<file path="src/rtl/multicycle_ctrl_if.sv">
// Control/status bundle between the multi-cycle controller and its datapath/memory.
// The master side is the controller; the slave side is the datapath.
interface multicycle_ctrl_if #(
  parameter int unsigned OP_W = 6,
  parameter int unsigned ST_W = 3
);
  logic [OP_W-1:0] instr_op_i;
  logic            zero_i;
  logic            mem_ack_i;
  logic            mem_req_o;
  logic            mem_we_o;
  logic            iord_o;
  logic            ir_write_o;
  logic            pc_write_o;
  logic [1:0]      pc_src_o;
  logic            keep_sign_o;
  logic [1:0]      alu_src_b_o;
  logic [2:0]      alu_op_o;
  logic            reg_dst_o;
  logic            mem_to_reg_o;
  logic            reg_write_o;
  logic            illegal_o;
  logic [ST_W-1:0] state_o;

  modport master (
    input  instr_op_i, zero_i, mem_ack_i,
    output mem_req_o, mem_we_o, iord_o, ir_write_o, pc_write_o, pc_src_o,
           keep_sign_o, alu_src_b_o, alu_op_o, reg_dst_o, mem_to_reg_o,
           reg_write_o, illegal_o, state_o
  );

  modport slave (
    output instr_op_i, zero_i, mem_ack_i,
    input  mem_req_o, mem_we_o, iord_o, ir_write_o, pc_write_o, pc_src_o,
           keep_sign_o, alu_src_b_o, alu_op_o, reg_dst_o, mem_to_reg_o,
           reg_write_o, illegal_o, state_o
  );
endinterface

</file>
<file path="src/rtl/multicycle_ctrl.sv">
// Main control FSM for the multi-cycle MIPS-subset datapath (FETCH/DECODE/EXEC/MEM/WB).
// Owns the single shared memory port; one instruction in flight at a time.
module multicycle_ctrl #(
  parameter int unsigned OP_W = 6,
  parameter int unsigned ST_W = 3
) (
  input  logic              clk_i,
  input  logic              rst_i,
  multicycle_ctrl_if.master bus
);

  typedef enum logic [2:0] {
    IDLE   = 3'd0,
    FETCH  = 3'd1,
    DECODE = 3'd2,
    EXEC   = 3'd3,
    MEM    = 3'd4,
    WB     = 3'd5,
    HALT   = 3'd6
  } state_t;

  localparam logic [OP_W-1:0] OP_R    = OP_W'(0);
  localparam logic [OP_W-1:0] OP_J    = OP_W'(2);
  localparam logic [OP_W-1:0] OP_BEQ  = OP_W'(4);
  localparam logic [OP_W-1:0] OP_BNE  = OP_W'(5);
  localparam logic [OP_W-1:0] OP_ADDI = OP_W'(8);
  localparam logic [OP_W-1:0] OP_SLTI = OP_W'(10);
  localparam logic [OP_W-1:0] OP_ANDI = OP_W'(12);
  localparam logic [OP_W-1:0] OP_ORI  = OP_W'(13);
  localparam logic [OP_W-1:0] OP_LW   = OP_W'(35);
  localparam logic [OP_W-1:0] OP_SW   = OP_W'(43);

  state_t          state, state_nx;
  logic [OP_W-1:0] op_q;
  logic            illegal_q;
  logic            illegal_set;

  always_ff @(posedge clk_i) begin
    if (rst_i) begin
      state     <= IDLE;
      op_q      <= '0;
      illegal_q <= 1'b0;
    end else begin
      state <= state_nx;
      if (state == DECODE) op_q <= bus.instr_op_i;
      if (illegal_set) illegal_q <= 1'b1;
    end
  end

  always_comb begin
    state_nx         = state;
    illegal_set      = 1'b0;
    bus.mem_req_o    = 1'b0;
    bus.mem_we_o     = 1'b0;
    bus.iord_o       = 1'b0;
    bus.ir_write_o   = 1'b0;
    bus.pc_write_o   = 1'b0;
    bus.pc_src_o     = 2'd0;
    bus.keep_sign_o  = 1'b0;
    bus.alu_src_b_o  = 2'd0;
    bus.alu_op_o     = 3'd0;
    bus.reg_dst_o    = 1'b0;
    bus.mem_to_reg_o = 1'b0;
    bus.reg_write_o  = 1'b0;

    case (state)
      IDLE: state_nx = FETCH;

      FETCH: begin
        bus.mem_req_o   = 1'b1;
        bus.alu_src_b_o = 2'd1;
        if (bus.mem_ack_i) begin
          bus.ir_write_o = 1'b1;
          bus.pc_write_o = 1'b1;
          state_nx       = DECODE;
        end
      end

      // Opcode comes straight from IR here; op_q only becomes valid in EXEC.
      DECODE: begin
        bus.alu_src_b_o = 2'd3;
        bus.keep_sign_o = 1'b1;
        case (bus.instr_op_i)
          OP_R, OP_J, OP_BEQ, OP_BNE, OP_ADDI, OP_SLTI,
          OP_ANDI, OP_ORI, OP_LW, OP_SW: state_nx = EXEC;
          default: begin
            state_nx    = HALT;
            illegal_set = 1'b1;
          end
        endcase
      end

      EXEC: begin
        state_nx = WB;
        case (op_q)
          OP_R: bus.alu_op_o = 3'd2;
          OP_ADDI, OP_LW, OP_SW: begin
            bus.alu_src_b_o = 2'd2;
            bus.keep_sign_o = 1'b1;
            if (op_q != OP_ADDI) state_nx = MEM;
          end
          OP_SLTI: begin
            bus.alu_op_o    = 3'd5;
            bus.alu_src_b_o = 2'd2;
            bus.keep_sign_o = 1'b1;
          end
          OP_ANDI, OP_ORI: begin
            bus.alu_op_o    = (op_q == OP_ANDI) ? 3'd3 : 3'd4;
            bus.alu_src_b_o = 2'd2;
          end
          OP_BEQ, OP_BNE: begin
            bus.alu_op_o   = 3'd1;
            bus.pc_src_o   = 2'd1;
            bus.pc_write_o = (op_q == OP_BEQ) ? bus.zero_i : !bus.zero_i;
            state_nx       = FETCH;
          end
          OP_J: begin
            bus.pc_src_o   = 2'd2;
            bus.pc_write_o = 1'b1;
            state_nx       = FETCH;
          end
          default: state_nx = FETCH;
        endcase
      end

      MEM: begin
        bus.mem_req_o = 1'b1;
        bus.iord_o    = 1'b1;
        bus.mem_we_o  = (op_q == OP_SW);
        if (bus.mem_ack_i) state_nx = (op_q == OP_SW) ? FETCH : WB;
      end

      WB: begin
        bus.reg_write_o  = 1'b1;
        bus.reg_dst_o    = (op_q == OP_R);
        bus.mem_to_reg_o = (op_q == OP_LW);
        state_nx         = FETCH;
      end

      HALT: state_nx = HALT;

      default: state_nx = IDLE;
    endcase
  end

  assign bus.illegal_o = illegal_q;
  assign bus.state_o   = ST_W'(state);

endmodule

</file>
<file path="src/flat_wrapper.sv">
// flat-port wrapper written by rule: the top's interface ports become plain ports
module multicycle_ctrl_flat 
#(
  parameter int unsigned OP_W = 6,
  parameter int unsigned ST_W = 3
)
  (clk_i, rst_i, bus_instr_op_i, bus_zero_i, bus_mem_ack_i, bus_mem_req_o, bus_mem_we_o, bus_iord_o, bus_ir_write_o, bus_pc_write_o, bus_pc_src_o, bus_keep_sign_o, bus_alu_src_b_o, bus_alu_op_o, bus_reg_dst_o, bus_mem_to_reg_o, bus_reg_write_o, bus_illegal_o, bus_state_o);
  multicycle_ctrl_if #(.OP_W(OP_W), .ST_W(ST_W)) bus_i ();
  input  logic clk_i;
  input  logic rst_i;
  input wire logic [$bits(bus_i.instr_op_i)-1:0] bus_instr_op_i;
  input wire logic [$bits(bus_i.zero_i)-1:0] bus_zero_i;
  input wire logic [$bits(bus_i.mem_ack_i)-1:0] bus_mem_ack_i;
  output wire logic [$bits(bus_i.mem_req_o)-1:0] bus_mem_req_o;
  output wire logic [$bits(bus_i.mem_we_o)-1:0] bus_mem_we_o;
  output wire logic [$bits(bus_i.iord_o)-1:0] bus_iord_o;
  output wire logic [$bits(bus_i.ir_write_o)-1:0] bus_ir_write_o;
  output wire logic [$bits(bus_i.pc_write_o)-1:0] bus_pc_write_o;
  output wire logic [$bits(bus_i.pc_src_o)-1:0] bus_pc_src_o;
  output wire logic [$bits(bus_i.keep_sign_o)-1:0] bus_keep_sign_o;
  output wire logic [$bits(bus_i.alu_src_b_o)-1:0] bus_alu_src_b_o;
  output wire logic [$bits(bus_i.alu_op_o)-1:0] bus_alu_op_o;
  output wire logic [$bits(bus_i.reg_dst_o)-1:0] bus_reg_dst_o;
  output wire logic [$bits(bus_i.mem_to_reg_o)-1:0] bus_mem_to_reg_o;
  output wire logic [$bits(bus_i.reg_write_o)-1:0] bus_reg_write_o;
  output wire logic [$bits(bus_i.illegal_o)-1:0] bus_illegal_o;
  output wire logic [$bits(bus_i.state_o)-1:0] bus_state_o;
  assign bus_i.instr_op_i = bus_instr_op_i;
  assign bus_i.zero_i = bus_zero_i;
  assign bus_i.mem_ack_i = bus_mem_ack_i;
  assign bus_mem_req_o = bus_i.mem_req_o;
  assign bus_mem_we_o = bus_i.mem_we_o;
  assign bus_iord_o = bus_i.iord_o;
  assign bus_ir_write_o = bus_i.ir_write_o;
  assign bus_pc_write_o = bus_i.pc_write_o;
  assign bus_pc_src_o = bus_i.pc_src_o;
  assign bus_keep_sign_o = bus_i.keep_sign_o;
  assign bus_alu_src_b_o = bus_i.alu_src_b_o;
  assign bus_alu_op_o = bus_i.alu_op_o;
  assign bus_reg_dst_o = bus_i.reg_dst_o;
  assign bus_mem_to_reg_o = bus_i.mem_to_reg_o;
  assign bus_reg_write_o = bus_i.reg_write_o;
  assign bus_illegal_o = bus_i.illegal_o;
  assign bus_state_o = bus_i.state_o;
  multicycle_ctrl #(.OP_W(OP_W), .ST_W(ST_W)) u_core (.clk_i(clk_i), .rst_i(rst_i), .bus(bus_i));
endmodule
</file>
<file path="config.mk">
export PLATFORM = sky130hd
export DESIGN_NAME = multicycle_ctrl_flat
export DESIGN_NICKNAME = d
export VERILOG_FILES = /design/src/rtl/multicycle_ctrl_if.sv /design/src/rtl/multicycle_ctrl.sv /design/src/flat_wrapper.sv
export SDC_FILE = /design/constraint.sdc
export NUM_CORES = 1
export LEC_CHECK = 0
export ABC_AREA = 1
export BUFFER_PORTS_ARGS = -buffer_cell sky130_fd_sc_hd__buf_4
export CAP_MARGIN = 20
export CORE_MARGIN = 4
export CORE_UTILIZATION = 47
export CTS_BUF_LIST = sky130_fd_sc_hd__clkbuf_16
export CTS_CLUSTER_SIZE = 12
export DETAILED_ROUTE_END_ITERATION = 6
export GPL_ROUTABILITY_DRIVEN = 1
export PLACE_DENSITY = 0.8
export SETUP_SLACK_MARGIN = 0.1
export SLEW_MARGIN = 10
export SYNTH_ARGS = -nofsm -noshare
export SYNTH_HDL_FRONTEND = slang
export SYNTH_SLANG_ARGS = --single-unit
</file>
<file path="constraint.sdc">
create_clock -name clk_i -period 1.3 [get_ports clk_i]
set_input_delay 0.195 -clock clk_i [delete_from_list [all_inputs] [get_ports clk_i]]
set_output_delay 0.195 -clock clk_i [all_outputs]
set_load 0.03 [all_outputs]
</file>
==> impl_metrics.prom, run 1 <==
# TYPE chip_impl_metric gauge
chip_impl_info{name="run_status",value="stopped before the end"} 1
chip_impl_info{name="outcome.stop_stage",value="clock tree synthesis (4_1_cts)"} 1
chip_impl_info{name="error_line",value="[ERROR DPL-0038] Utilization greater than 100%, impossible to legalize"} 1
chip_impl_info{name="ys_top_cells_by_count",value="sky130_fd_sc_hd__nand2_1 (33), sky130_fd_sc_hd__nor2_1 (19), sky130_fd_sc_hd__inv_1 (15)"} 1
chip_impl_metric{name="post-place-cells",unit=""} 197
chip_impl_metric{name="synth_nets",unit=""} 137
chip_impl_metric{name="yosys_register_bits",unit=""} 10
chip_impl_info{name="synth_top_flop_cell",value="sky130_fd_sc_hd__dfxtp_1"} 1
chip_impl_info{name="yosys.cell_count.top_type",value="sky130_fd_sc_hd__nand2_1"} 1
chip_impl_metric{name="place.port_buffers",unit=""} 29
chip_impl_metric{name="floorplan.rows",unit=""} 14
chip_impl_metric{name="cts-resized-gates",unit=""} 54
chip_impl_metric{name="die_height",unit="um"} 48.5
chip_impl_metric{name="fp.dieW",unit="um"} 48.5
chip_impl_info{name="synth_area_leader_cell",value="sky130_fd_sc_hd__dfxtp_1"} 1
chip_impl_metric{name="syn_std_cell_area",unit="um2"} 772
chip_impl_metric{name="postSynthAreaPerCell",unit="um2"} 6.08
chip_impl_metric{name="clockBufferDepth",unit=""} 2
chip_impl_metric{name="cts_max_level",unit=""} 1
chip_impl_metric{name="synth_seq_area_share",unit=""} 0.259
chip_impl_metric{name="ys_types",unit=""} 22
chip_impl_metric{name="synth-async-reset-ratio",unit=""} 0
chip_impl_metric{name="cts_hold_repair.buffers",unit=""} 0
chip_impl_metric{name="syn-instance-count",unit=""} 127
chip_impl_metric{name="synth_warnings",unit=""} 0
chip_impl_metric{name="post-cts-setup-buffers",unit=""} 5
chip_impl_metric{name="detailed_place.area",unit="mm2"} 0.00131
chip_impl_metric{name="gp_routability_congestion",unit=""} 0.812
chip_impl_info{name="root_buffer",value="sky130_fd_sc_hd__clkbuf_16"} 1
chip_impl_info{name="synth_top_cells_by_area",value="sky130_fd_sc_hd__dfxtp_1 (26%), sky130_fd_sc_hd__nand2_1 (16%), sky130_fd_sc_hd__nor2_1 (9.2%), sky130_fd_sc_hd__inv_1 (7.3%), sky130_fd_sc_hd__nand3_2 (6.5%)"} 1
chip_impl_metric{name="numClockSinks",unit=""} 10
chip_impl_metric{name="starting_utilization_of_the_core_area",unit=""} 0.507
chip_impl_metric{name="synth_top_area_frac",unit=""} 0.259
chip_impl_metric{name="dp_wirelength",unit="um"} 2150
chip_impl_metric{name="synth_enable_flop_cells",unit=""} 0
chip_impl_metric{name="tritoncts.num_buffers",unit=""} 3
chip_impl_metric{name="design.portCount",unit=""} 30
## logic make-up after synthesis
family | count (synthesis) | synth area share
buffers and inverters | 24 | 0.118
flip-flops | 10 | 0.259
AND/OR/NAND/NOR | 74 | 0.473
XOR/XNOR | 1 | 0.0113
AO/OA/AOI/OAI | 18 | 0.138
## stage by stage
step           hold WS [ns]   util  setup TNS, ns  setup WS (ns)
2_1_floorplan         0.342      -          -1.49         -0.355
3_5_place_dp          0.433  0.859          -1.35         -0.218
3_3_place_gp          0.423  0.859         -0.809         -0.152
==> run 2, diff against run 1 <==
CORE_AREA = 4 4 65 67   (was default)
CORE_MARGIN = default   (was 4)
CORE_UTILIZATION = default   (was 47)
CTS_BUF_LIST = default   (was sky130_fd_sc_hd__clkbuf_16)
CTS_CLUSTER_SIZE = default   (was 12)
DIE_AREA = 0 0 69 71   (was default)
PLACE_DENSITY = default   (was 0.8)
PLACE_DENSITY_LB_ADDON = 0.15   (was default)
SETUP_SLACK_MARGIN = default   (was 0.1)
==> run 2 against run 1 <==
The flow now finishes, with violations (setup timing). Synthesized cell count did not move. Synthesized area did not move.
==> impl_metrics.prom, run 2 <==
# TYPE chip_impl_metric gauge
chip_impl_metric{name="firstDrtPassIters",unit=""} 4
chip_impl_metric{name="synth_compound_area_frac",unit=""} 0.138
chip_impl_info{name="synth_top_cells_by_area",value="sky130_fd_sc_hd__dfxtp_1 (26%), sky130_fd_sc_hd__nand2_1 (16%), sky130_fd_sc_hd__nor2_1 (9.2%), sky130_fd_sc_hd__inv_1 (7.3%), sky130_fd_sc_hd__nand3_2 (6.5%)"} 1
chip_impl_metric{name="yosys_register_bits",unit=""} 10
chip_impl_metric{name="finalSetupTns",unit="ns"} -4.23
chip_impl_metric{name="grt-ovfl-total",unit=""} 0
chip_impl_metric{name="multi_input_comb_area",unit="um2"} 747
chip_impl_info{name="synth_top_flop_cell",value="sky130_fd_sc_hd__dfxtp_1"} 1
chip_impl_info{name="setup_repair_after_global_routing_missed_its_margin",value="true"} 1
chip_impl_metric{name="first_global_vias",unit=""} 1085
chip_impl_metric{name="area_growth",unit="%"} 141
chip_impl_metric{name="postSynthAreaPerCell",unit="um2"} 6.08
chip_impl_info{name="ys_top_cells_by_count",value="sky130_fd_sc_hd__nand2_1 (33), sky130_fd_sc_hd__nor2_1 (19), sky130_fd_sc_hd__inv_1 (15)"} 1
chip_impl_metric{name="worst_slew_pin_slew",unit="ns"} 0.219
chip_impl_metric{name="power.density_cell_area",unit="mW/mm2"} 1150
chip_impl_metric{name="power.switching_fraction",unit=""} 0.418
chip_impl_metric{name="drt-met1-wl",unit="um"} 1210
chip_impl_metric{name="floorplan.rows",unit=""} 22
chip_impl_metric{name="clockBufferDepth",unit=""} 2
chip_impl_info{name="synth_top_family_by_area",value="simple AND/OR/NAND/NOR gates"} 1
chip_impl_info{name="most-common-layout-cells",value="sky130_fd_sc_hd__buf_4 (48), sky130_fd_sc_hd__buf_6 (27), sky130_fd_sc_hd__nand2_1 (22)"} 1
chip_impl_metric{name="cp_max_fo",unit=""} 4
chip_impl_metric{name="synth_xor_area_frac",unit=""} 0.0113
chip_impl_metric{name="synth_enable_flop_cells",unit=""} 0
chip_impl_metric{name="peakVddDrop",unit="mV"} 0.629
chip_impl_metric{name="finish.net_count",unit=""} 216
chip_impl_metric{name="number_of_buffers_and_inverters_on_the_critical_path",unit=""} 3
chip_impl_metric{name="fin_total_pwr",unit="mW"} 2.14
chip_impl_info{name="critPathTopFamily",value="buffers and inverters"} 1
chip_impl_metric{name="die_height",unit="um"} 71
chip_impl_metric{name="clock_latency",unit="ns"} 0.24
chip_impl_metric{name="tritoncts.num_buffers",unit=""} 3
chip_impl_metric{name="design.portCount",unit=""} 30
chip_impl_metric{name="finalWorstSetupSlack",unit="ns"} -0.344
chip_impl_metric{name="layout-drive-gt1-share",unit=""} 0.737
chip_impl_metric{name="static-leakage-power",unit="nW"} 0.804
chip_impl_metric{name="final-seq-area",unit="um2"} 231
chip_impl_info{name="hp-start",value="rst_i"} 1
chip_impl_metric{name="timing.fmax",unit="GHz"} 0.608
chip_impl_info{name="yosys.cell_count.top_type",value="sky130_fd_sc_hd__nand2_1"} 1
chip_impl_metric{name="syn-instance-count",unit=""} 127
chip_impl_metric{name="detailed_place.area",unit="mm2"} 0.00134
chip_impl_metric{name="number_of_slew_limit_violations_in_the_final_report",unit=""} 0
chip_impl_metric{name="cts_max_level",unit=""} 1
chip_impl_metric{name="hold_viol_final",unit=""} 0
chip_impl_metric{name="synth-async-reset-ratio",unit=""} 0
chip_impl_metric{name="drtAntennaViolNets",unit=""} 0
chip_impl_metric{name="synth_mux_area_frac",unit=""} 0
chip_impl_metric{name="final.period_utilization",unit=""} 1.26
chip_impl_metric{name="grt_pass1_wl",unit="um"} 4670
chip_impl_metric{name="sequentialPowerShare",unit=""} 0.195
chip_impl_metric{name="wire_length_after_detailed_routing",unit="um"} 2860
chip_impl_metric{name="grt_max_degree",unit=""} 11
chip_impl_metric{name="core_region_area",unit="mm2"} 0.00363
chip_impl_metric{name="detail_route.iter0.violations",unit=""} 9
chip_impl_metric{name="groute.usage.overall",unit=""} 0.117
chip_impl_metric{name="via_count",unit=""} 1054
chip_impl_metric{name="fill_count",unit=""} 365
chip_impl_metric{name="synth_simple_gate_area_frac",unit=""} 0.473
chip_impl_info{name="most_frequent_standard_cell_in_the_layout_excluding_fill_and_tap_cells",value="sky130_fd_sc_hd__buf_4"} 1
chip_impl_metric{name="starting_utilization_of_the_core_area",unit=""} 0.212
chip_impl_info{name="worst_r2r_endpoint",value="u_core.bus.state_o[0]"} 1
chip_impl_metric{name="routed_wire_length_per_instance",unit="um"} 11.3
chip_impl_metric{name="met3_length",unit="um"} 89
chip_impl_metric{name="holdPathStages",unit=""} 2
chip_impl_metric{name="clockPowerShare",unit=""} 0.156
chip_impl_metric{name="worstSetupPathDepth",unit=""} 6
chip_impl_metric{name="worstRegToRegCells",unit=""} 12
chip_impl_info{name="worst_setup_path_start_kind",value="register"} 1
chip_impl_info{name="critical_path_class",value="reg -> out"} 1
chip_impl_info{name="hold_path_class",value="in -> reg"} 1
chip_impl_metric{name="power_report.internal_total",unit="mW"} 1.24
chip_impl_metric{name="ys_types",unit=""} 22
chip_impl_metric{name="drc_errors",unit=""} 0
chip_impl_metric{name="synth_top_area_frac",unit=""} 0.259
chip_impl_info{name="topRoutingLayerUsed",value="met4"} 1
chip_impl_metric{name="timing.critical_path.required",unit="ns"} 1.11
chip_impl_metric{name="slew_margin_rel",unit=""} 0.853
chip_impl_info{name="run_status",value="finished, violations left"} 1
chip_impl_metric{name="critPathArrivalTime",unit="ns"} 1.45
chip_impl_info{name="tritoncts",value="done"} 1
chip_impl_metric{name="setup.reg_to_reg.worst_slack",unit="ns"} -0.15
chip_impl_metric{name="floorplan.die_area",unit="mm2"} 0.00490
chip_impl_info{name="crit_path_start",value="u_core.op_q[4]"} 1
chip_impl_info{name="worst_setup_path_end_kind",value="output pin"} 1
chip_impl_metric{name="fin_area",unit="mm2"} 0.00186
chip_impl_metric{name="worst_setup_hold_path_clk_slew",unit="ns"} 0.05
chip_impl_info{name="root_buffer",value="sky130_fd_sc_hd__clkbuf_8"} 1
chip_impl_metric{name="place.port_buffers",unit=""} 29
chip_impl_info{name="worstHoldEndpoint",value="u_core.bus.state_o[2]"} 1
chip_impl_info{name="cpMaxStageDelayCell",value="sky130_fd_sc_hd__dfxtp_4"} 1
chip_impl_metric{name="drv.max_cap_violation_count",unit=""} 0
chip_impl_metric{name="timing.final.setup_violations",unit=""} 18
chip_impl_metric{name="p_switching",unit="mW"} 0.894
chip_impl_metric{name="largest_reg_flops",unit=""} 6
chip_impl_metric{name="synth_seq_area_share",unit=""} 0.259
chip_impl_metric{name="met2RoutedLength",unit="um"} 1520
chip_impl_metric{name="antenna_cells",unit=""} 0
chip_impl_metric{name="grt_antenna_before_repair",unit=""} 0
chip_impl_metric{name="cp_slowest_stage_delay",unit="ns"} 0.36
chip_impl_metric{name="numClockSinks",unit=""} 10
chip_impl_metric{name="dp_wirelength",unit="um"} 2060
chip_impl_metric{name="layout_min_cycle_time",unit="ns"} 1.64
chip_impl_metric{name="fp.dieW",unit="um"} 69
chip_impl_metric{name="gp_routability_congestion",unit=""} 0.796
chip_impl_info{name="reg2reg_from",value="u_core.bus.state_o[0]"} 1
chip_impl_metric{name="syn_std_cell_area",unit="um2"} 772
chip_impl_metric{name="synth_nets",unit=""} 137
chip_impl_info{name="failed_checks",value="setup timing"} 1
chip_impl_metric{name="post_synth_fa_ha_maj_area_fraction",unit=""} 0
chip_impl_metric{name="routed_vias_inst",unit=""} 4.17
chip_impl_metric{name="skew",unit="ns"} 0.00846
chip_impl_info{name="worst_path_cell_chain",value="nor2_4 > nand4_1 > buf_4 > nor2_4 > buf_4 > buf_6"} 1
chip_impl_metric{name="post-place-cells",unit=""} 231
chip_impl_metric{name="combinationalPowerShare",unit=""} 0.648
chip_impl_metric{name="cts_hold_repair.buffers",unit=""} 0
chip_impl_info{name="registers.top_by_ff_count",value="u_core.op_q"} 1
chip_impl_metric{name="dpl_worst_slack",unit="ns"} -0.231
chip_impl_metric{name="synth_warnings",unit=""} 0
chip_impl_info{name="synth_area_leader_cell",value="sky130_fd_sc_hd__dfxtp_1"} 1
chip_impl_metric{name="stdcell_count",unit=""} 253
run 2: cell counts after synthesis:
No cell type changed its count.
run 2: worst reg2reg max path, delay by kind of cell (launching register included):
kind                   cells  cell delay [ns]
buffers and inverters      8             0.81
DFF                        1             0.34
and+or+nand+nor            3             0.13
AOI/OAI and AO/OA          1             0.05
run 2: cells by family (layout without fill, tap and decap cells):
kind of cell,after synthesis,count (layout)
XOR/XNOR,1,1
AO/OA/AOI/OAI,18,18
AND/OR/NAND/NOR,74,74
buffers and inverters,24,102
flip-flops,10,10
run 2: cell type report:
| type | instances | area share |
|---|---|---|
| inverter | 22 | 0.0517 |
| timing repair buffer | 76 | 0.367 |
| tap | 48 | 0.0322 |
| sequential | 10 | 0.124 |
| clock buffer | 4 | 0.0242 |
| multi-input combinational | 93 | 0.401 |
run 2: repair_timing:
| item | CTS | global route |
|---|---|---|
| gates resized for setup | 70 | 23 |
| buffers inserted | 16 | 4 |
| pin swaps | 24 | 13 |
| setup endpoints to repair | 18 | 23 |
run 2: worst max path at each step:
stage,endpoint
after global placement,bus_alu_src_b_o[1]
after detailed placement,bus_alu_src_b_o[1]
final,bus_pc_src_o[0]
after global routing,bus_pc_write_o
after CTS,bus_pc_write_o
after floorplan,bus_pc_write_o
run 2: power groups by stage:
| stage | Sequential, mW | Combinational (mW) | Clock [mW] |
|---|---|---|---|
| final | 0.417 | 1.39 | 0.334 |
| after global routing | 0.425 | 1.48 | 0.368 |
| after CTS | 0.411 | 1.32 | 0.342 |
| after detailed placement | 0.406 | 0.935 | 0 |
| after global placement | 0.407 | 0.932 | 0 |
| after floorplan | 0.461 | 0.478 | 0 |
run 2: layer usage:
| metal | GRT usage | vias to the layer above |
|---|---|---|
| met5 | 0 | - |
| met4 | 0.0564 | 0 |
| met3 | 0.0213 | 4 |
| met2 | 0.203 | 19 |
| met1 | 0.138 | 472 |
| li1 | - | 559 |
run 2: through the flow:
step	hold WS, ns	util
global placement	0.440	0.370
global route	0.211	0.513
detailed placement	0.438	0.370
floorplan	0.342	-
CTS	0.189	0.485
finish	0.205	0.513
Note: power is estimated with default switching activity, not from simulation.
==> run 3, diff against run 2 <==
--- a/config.mk
+++ b/config.mk
@@ -10,4 +10,5 @@
 export CAP_MARGIN = 20
 export CORE_AREA = 4 4 65 67
+export CTS_BUF_LIST = sky130_fd_sc_hd__clkbuf_4 sky130_fd_sc_hd__clkbuf_8
 export DETAILED_ROUTE_END_ITERATION = 6
 export DIE_AREA = 0 0 69 71
==> constraint.sdc (replaced) <==
create_clock -name clk_i -period 1.3 [get_ports clk_i]
set_input_delay 0.26 -clock clk_i [delete_from_list [all_inputs] [get_ports clk_i]]
set_output_delay 0.26 -clock clk_i [all_outputs]
set_load 0.03 [all_outputs]
==> run 3 against run 2 <==
The run still ends with setup timing left. Register-to-register slack gained 0.03 ns. Sequential share of layout area hardly changed. Clock skew shrank 0.0028 ns. Combinational power is 7% lower. Worst hold slack better by 0.055 ns. Via count hardly changed. Sequential power about the same. Largest cell class unchanged. Largest power group unchanged. Highest routed layer unchanged.
==> impl_metrics.prom, run 3 (synthesis results as in run 2) <==
# TYPE chip_impl_metric gauge
chip_impl_info{name="run_status",value="finished, violations left"} 1
chip_impl_info{name="failed_checks",value="setup timing"} 1
chip_impl_metric{name="cts_hold_repair.buffers",unit=""} 0
chip_impl_metric{name="grt_antenna_before_repair",unit=""} 0
chip_impl_metric{name="timing.final.setup_violations",unit=""} 17
chip_impl_metric{name="clock_latency",unit="ns"} 0.23
chip_impl_metric{name="layout-drive-gt1-share",unit=""} 0.735
chip_impl_metric{name="antenna_cells",unit=""} 0
chip_impl_metric{name="groute.usage.overall",unit=""} 0.107
chip_impl_metric{name="drtAntennaViolNets",unit=""} 0
chip_impl_metric{name="hold_viol_final",unit=""} 0
chip_impl_metric{name="routed_vias_inst",unit=""} 4.19
chip_impl_metric{name="fin_total_pwr",unit="mW"} 2.03
chip_impl_metric{name="critPathArrivalTime",unit="ns"} 1.47
chip_impl_info{name="setup_repair_after_global_routing_missed_its_margin",value="true"} 1
chip_impl_metric{name="design.portCount",unit=""} 30
chip_impl_metric{name="numClockSinks",unit=""} 10
chip_impl_info{name="registers.top_by_ff_count",value="u_core.op_q"} 1
chip_impl_metric{name="cts_max_level",unit=""} 1
chip_impl_metric{name="tritoncts.num_buffers",unit=""} 3
chip_impl_info{name="worst_setup_path_end_kind",value="output pin"} 1
chip_impl_metric{name="floorplan.die_area",unit="mm2"} 0.00490
chip_impl_metric{name="cp_max_fo",unit=""} 5
chip_impl_metric{name="first_global_vias",unit=""} 1044
chip_impl_metric{name="slew_margin_rel",unit=""} 0.857
chip_impl_metric{name="final.period_utilization",unit=""} 1.33
chip_impl_metric{name="routed_wire_length_per_instance",unit="um"} 10.3
chip_impl_metric{name="drc_errors",unit=""} 0
chip_impl_metric{name="worstRegToRegCells",unit=""} 11
chip_impl_metric{name="stdcell_count",unit=""} 252
chip_impl_metric{name="worst_slew_pin_slew",unit="ns"} 0.214
chip_impl_metric{name="dp_wirelength",unit="um"} 2030
chip_impl_metric{name="layout_min_cycle_time",unit="ns"} 1.73
chip_impl_metric{name="power_report.internal_total",unit="mW"} 1.18
chip_impl_metric{name="finish.net_count",unit=""} 215
chip_impl_metric{name="die_height",unit="um"} 71
chip_impl_metric{name="clockPowerShare",unit=""} 0.158
chip_impl_info{name="worst_r2r_endpoint",value="u_core.bus.state_o[2]"} 1
chip_impl_metric{name="holdPathStages",unit=""} 2
chip_impl_metric{name="fill_count",unit=""} 354
chip_impl_info{name="reg2reg_from",value="u_core.op_q[5]"} 1
chip_impl_metric{name="number_of_slew_limit_violations_in_the_final_report",unit=""} 0
chip_impl_metric{name="post-place-cells",unit=""} 235
chip_impl_metric{name="timing.fmax",unit="GHz"} 0.578
chip_impl_info{name="worst_setup_path_start_kind",value="register"} 1
chip_impl_metric{name="worst_setup_hold_path_clk_slew",unit="ns"} 0.05
chip_impl_metric{name="grt-ovfl-total",unit=""} 0
chip_impl_metric{name="core_region_area",unit="mm2"} 0.00363
chip_impl_metric{name="grt_max_degree",unit=""} 11
chip_impl_metric{name="sequentialPowerShare",unit=""} 0.206
chip_impl_metric{name="detail_route.iter0.violations",unit=""} 34
chip_impl_metric{name="largest_reg_flops",unit=""} 6
chip_impl_metric{name="combinationalPowerShare",unit=""} 0.636
chip_impl_metric{name="wire_length_after_detailed_routing",unit="um"} 2590
chip_impl_info{name="root_buffer",value="sky130_fd_sc_hd__clkbuf_8"} 1
chip_impl_info{name="critical_path_class",value="reg -> out"} 1
chip_impl_metric{name="clockBufferDepth",unit=""} 2
chip_impl_metric{name="power.switching_fraction",unit=""} 0.420
chip_impl_metric{name="gp_routability_congestion",unit=""} 0.777
chip_impl_metric{name="setup.reg_to_reg.worst_slack",unit="ns"} -0.12
chip_impl_metric{name="whs",unit="ns"} 0.260
chip_impl_metric{name="floorplan.rows",unit=""} 22
chip_impl_metric{name="firstDrtPassIters",unit=""} 4
chip_impl_info{name="worstHoldEndpoint",value="u_core.bus.state_o[2]"} 1
chip_impl_info{name="tritoncts",value="done"} 1
chip_impl_metric{name="fp.dieW",unit="um"} 69
chip_impl_metric{name="area_growth",unit="%"} 134
chip_impl_metric{name="static-leakage-power",unit="nW"} 0.795
chip_impl_metric{name="skew",unit="ns"} 0.00568
chip_impl_info{name="most_frequent_standard_cell_in_the_layout_excluding_fill_and_tap_cells",value="sky130_fd_sc_hd__buf_4"} 1
chip_impl_info{name="hold_path_class",value="in -> reg"} 1
chip_impl_info{name="hp-start",value="rst_i"} 1
chip_impl_metric{name="power.density_cell_area",unit="mW/mm2"} 1120
chip_impl_metric{name="place.port_buffers",unit=""} 29
chip_impl_metric{name="drv.max_cap_violation_count",unit=""} 0
chip_impl_metric{name="starting_utilization_of_the_core_area",unit=""} 0.212
chip_impl_metric{name="via_count",unit=""} 1055
chip_impl_metric{name="finalWorstSetupSlack",unit="ns"} -0.430
chip_impl_metric{name="grt_pass1_wl",unit="um"} 4440
chip_impl_metric{name="peakVddDrop",unit="mV"} 0.599
chip_impl_info{name="most-common-layout-cells",value="sky130_fd_sc_hd__buf_4 (47), sky130_fd_sc_hd__buf_6 (28), sky130_fd_sc_hd__nand2_1 (21)"} 1
chip_impl_metric{name="timing.critical_path.required",unit="ns"} 1.04
chip_impl_metric{name="p_switching",unit="mW"} 0.853
==> run 3: changes by cell type in the layout (fill, tap and decap cells not counted), sizes merged <==
| cell | previous run | this run |
|---|---|---|
| clkinv | 1 | 2 |
| clkinvlp | 1 | 0 |
| inv | 20 | 21 |
| buf | 76 | 75 |
| clkbuf | 4 | 3 |
==> run 3: stage by stage <==
stage | util | worst slack, ns | TNS, ns | instance area [um2]
floorplan | - | -0.420 | -2.12 | 872
global placement | 0.382 | -0.245 | -1.73 | 1390
detailed placement | 0.382 | -0.266 | -1.73 | 1390
CTS | 0.445 | -0.425 | -5.27 | 1620
global route | 0.498 | -0.512 | -6.85 | 1810
finish | 0.498 | -0.430 | -5.27 | 1810
==> run 3: worst max-delay path by stage <==
| stage | startpoint | end | slack, ns | cells past startpoint |
|---|---|---|---|---|
| floorplan | u_core.bus.state_o[0] | bus_pc_write_o | -0.42 | 6 |
| global placement | u_core.op_q[1] | bus_alu_src_b_o[1] | -0.25 | 9 |
| detailed placement | u_core.op_q[1] | bus_alu_src_b_o[1] | -0.27 | 9 |
| CTS | u_core.op_q[4] | bus_pc_write_o | -0.43 | 7 |
| global route | u_core.op_q[5] | bus_alu_op_o[0] | -0.51 | 7 |
| finish | u_core.op_q[5] | bus_alu_src_b_o[1] | -0.43 | 6 |
==> run 3: final cells by class <==
class | count | area [um2] | share of cell area
multi-input cells | 93 | 719 | 0.398
repair buffers | 75 | 668 | 0.369
flip-flops and latches | 10 | 224 | 0.124
inverters | 22 | 92.6 | 0.0512
well taps | 48 | 60.1 | 0.0332
clock buffers | 3 | 41.3 | 0.0228
clock inverters | 1 | 3.75 | 0.00207
==> run 3: worst max-delay path, stage by stage (launching register included) <==
cell and delay [ns]:
sky130_fd_sc_hd__dfxtp_2 0.33, sky130_fd_sc_hd__nor2_4 0.18, sky130_fd_sc_hd__buf_4 0.15, sky130_fd_sc_hd__nand3_2 0.10, sky130_fd_sc_hd__buf_6 0.15, sky130_fd_sc_hd__a31oi_2 0.17, sky130_fd_sc_hd__buf_6 0.15
==> run 3: timing repair <==
item,in CTS,in global routing
gates resized for setup,42,41
setup buffers,8,7
pin swaps,16,11
endpoints found under the hold margin,0,0
endpoints found under the setup margin,17,19
==> run 3: power by group through the flow <==
stage	combinational [mW]	clock [mW]	sequential (mW)
floorplan	0.500	0	0.462
global placement	0.975	0	0.411
detailed placement	0.977	0	0.411
CTS	1.17	0.334	0.412
global route	1.40	0.352	0.424
finish	1.29	0.321	0.418
==> run 3: metal layers <==
| metal | vias to the layer above | GRT usage | part of all wire |
|---|---|---|---|
| met5 | - | 0 | 0 |
| met4 | 0 | 0.0390 | 0.0054 |
| met3 | 2 | 0.0128 | 0.031 |
| met2 | 18 | 0.180 | 0.50 |
| met1 | 474 | 0.140 | 0.46 |
| li1 | 561 | - | - |
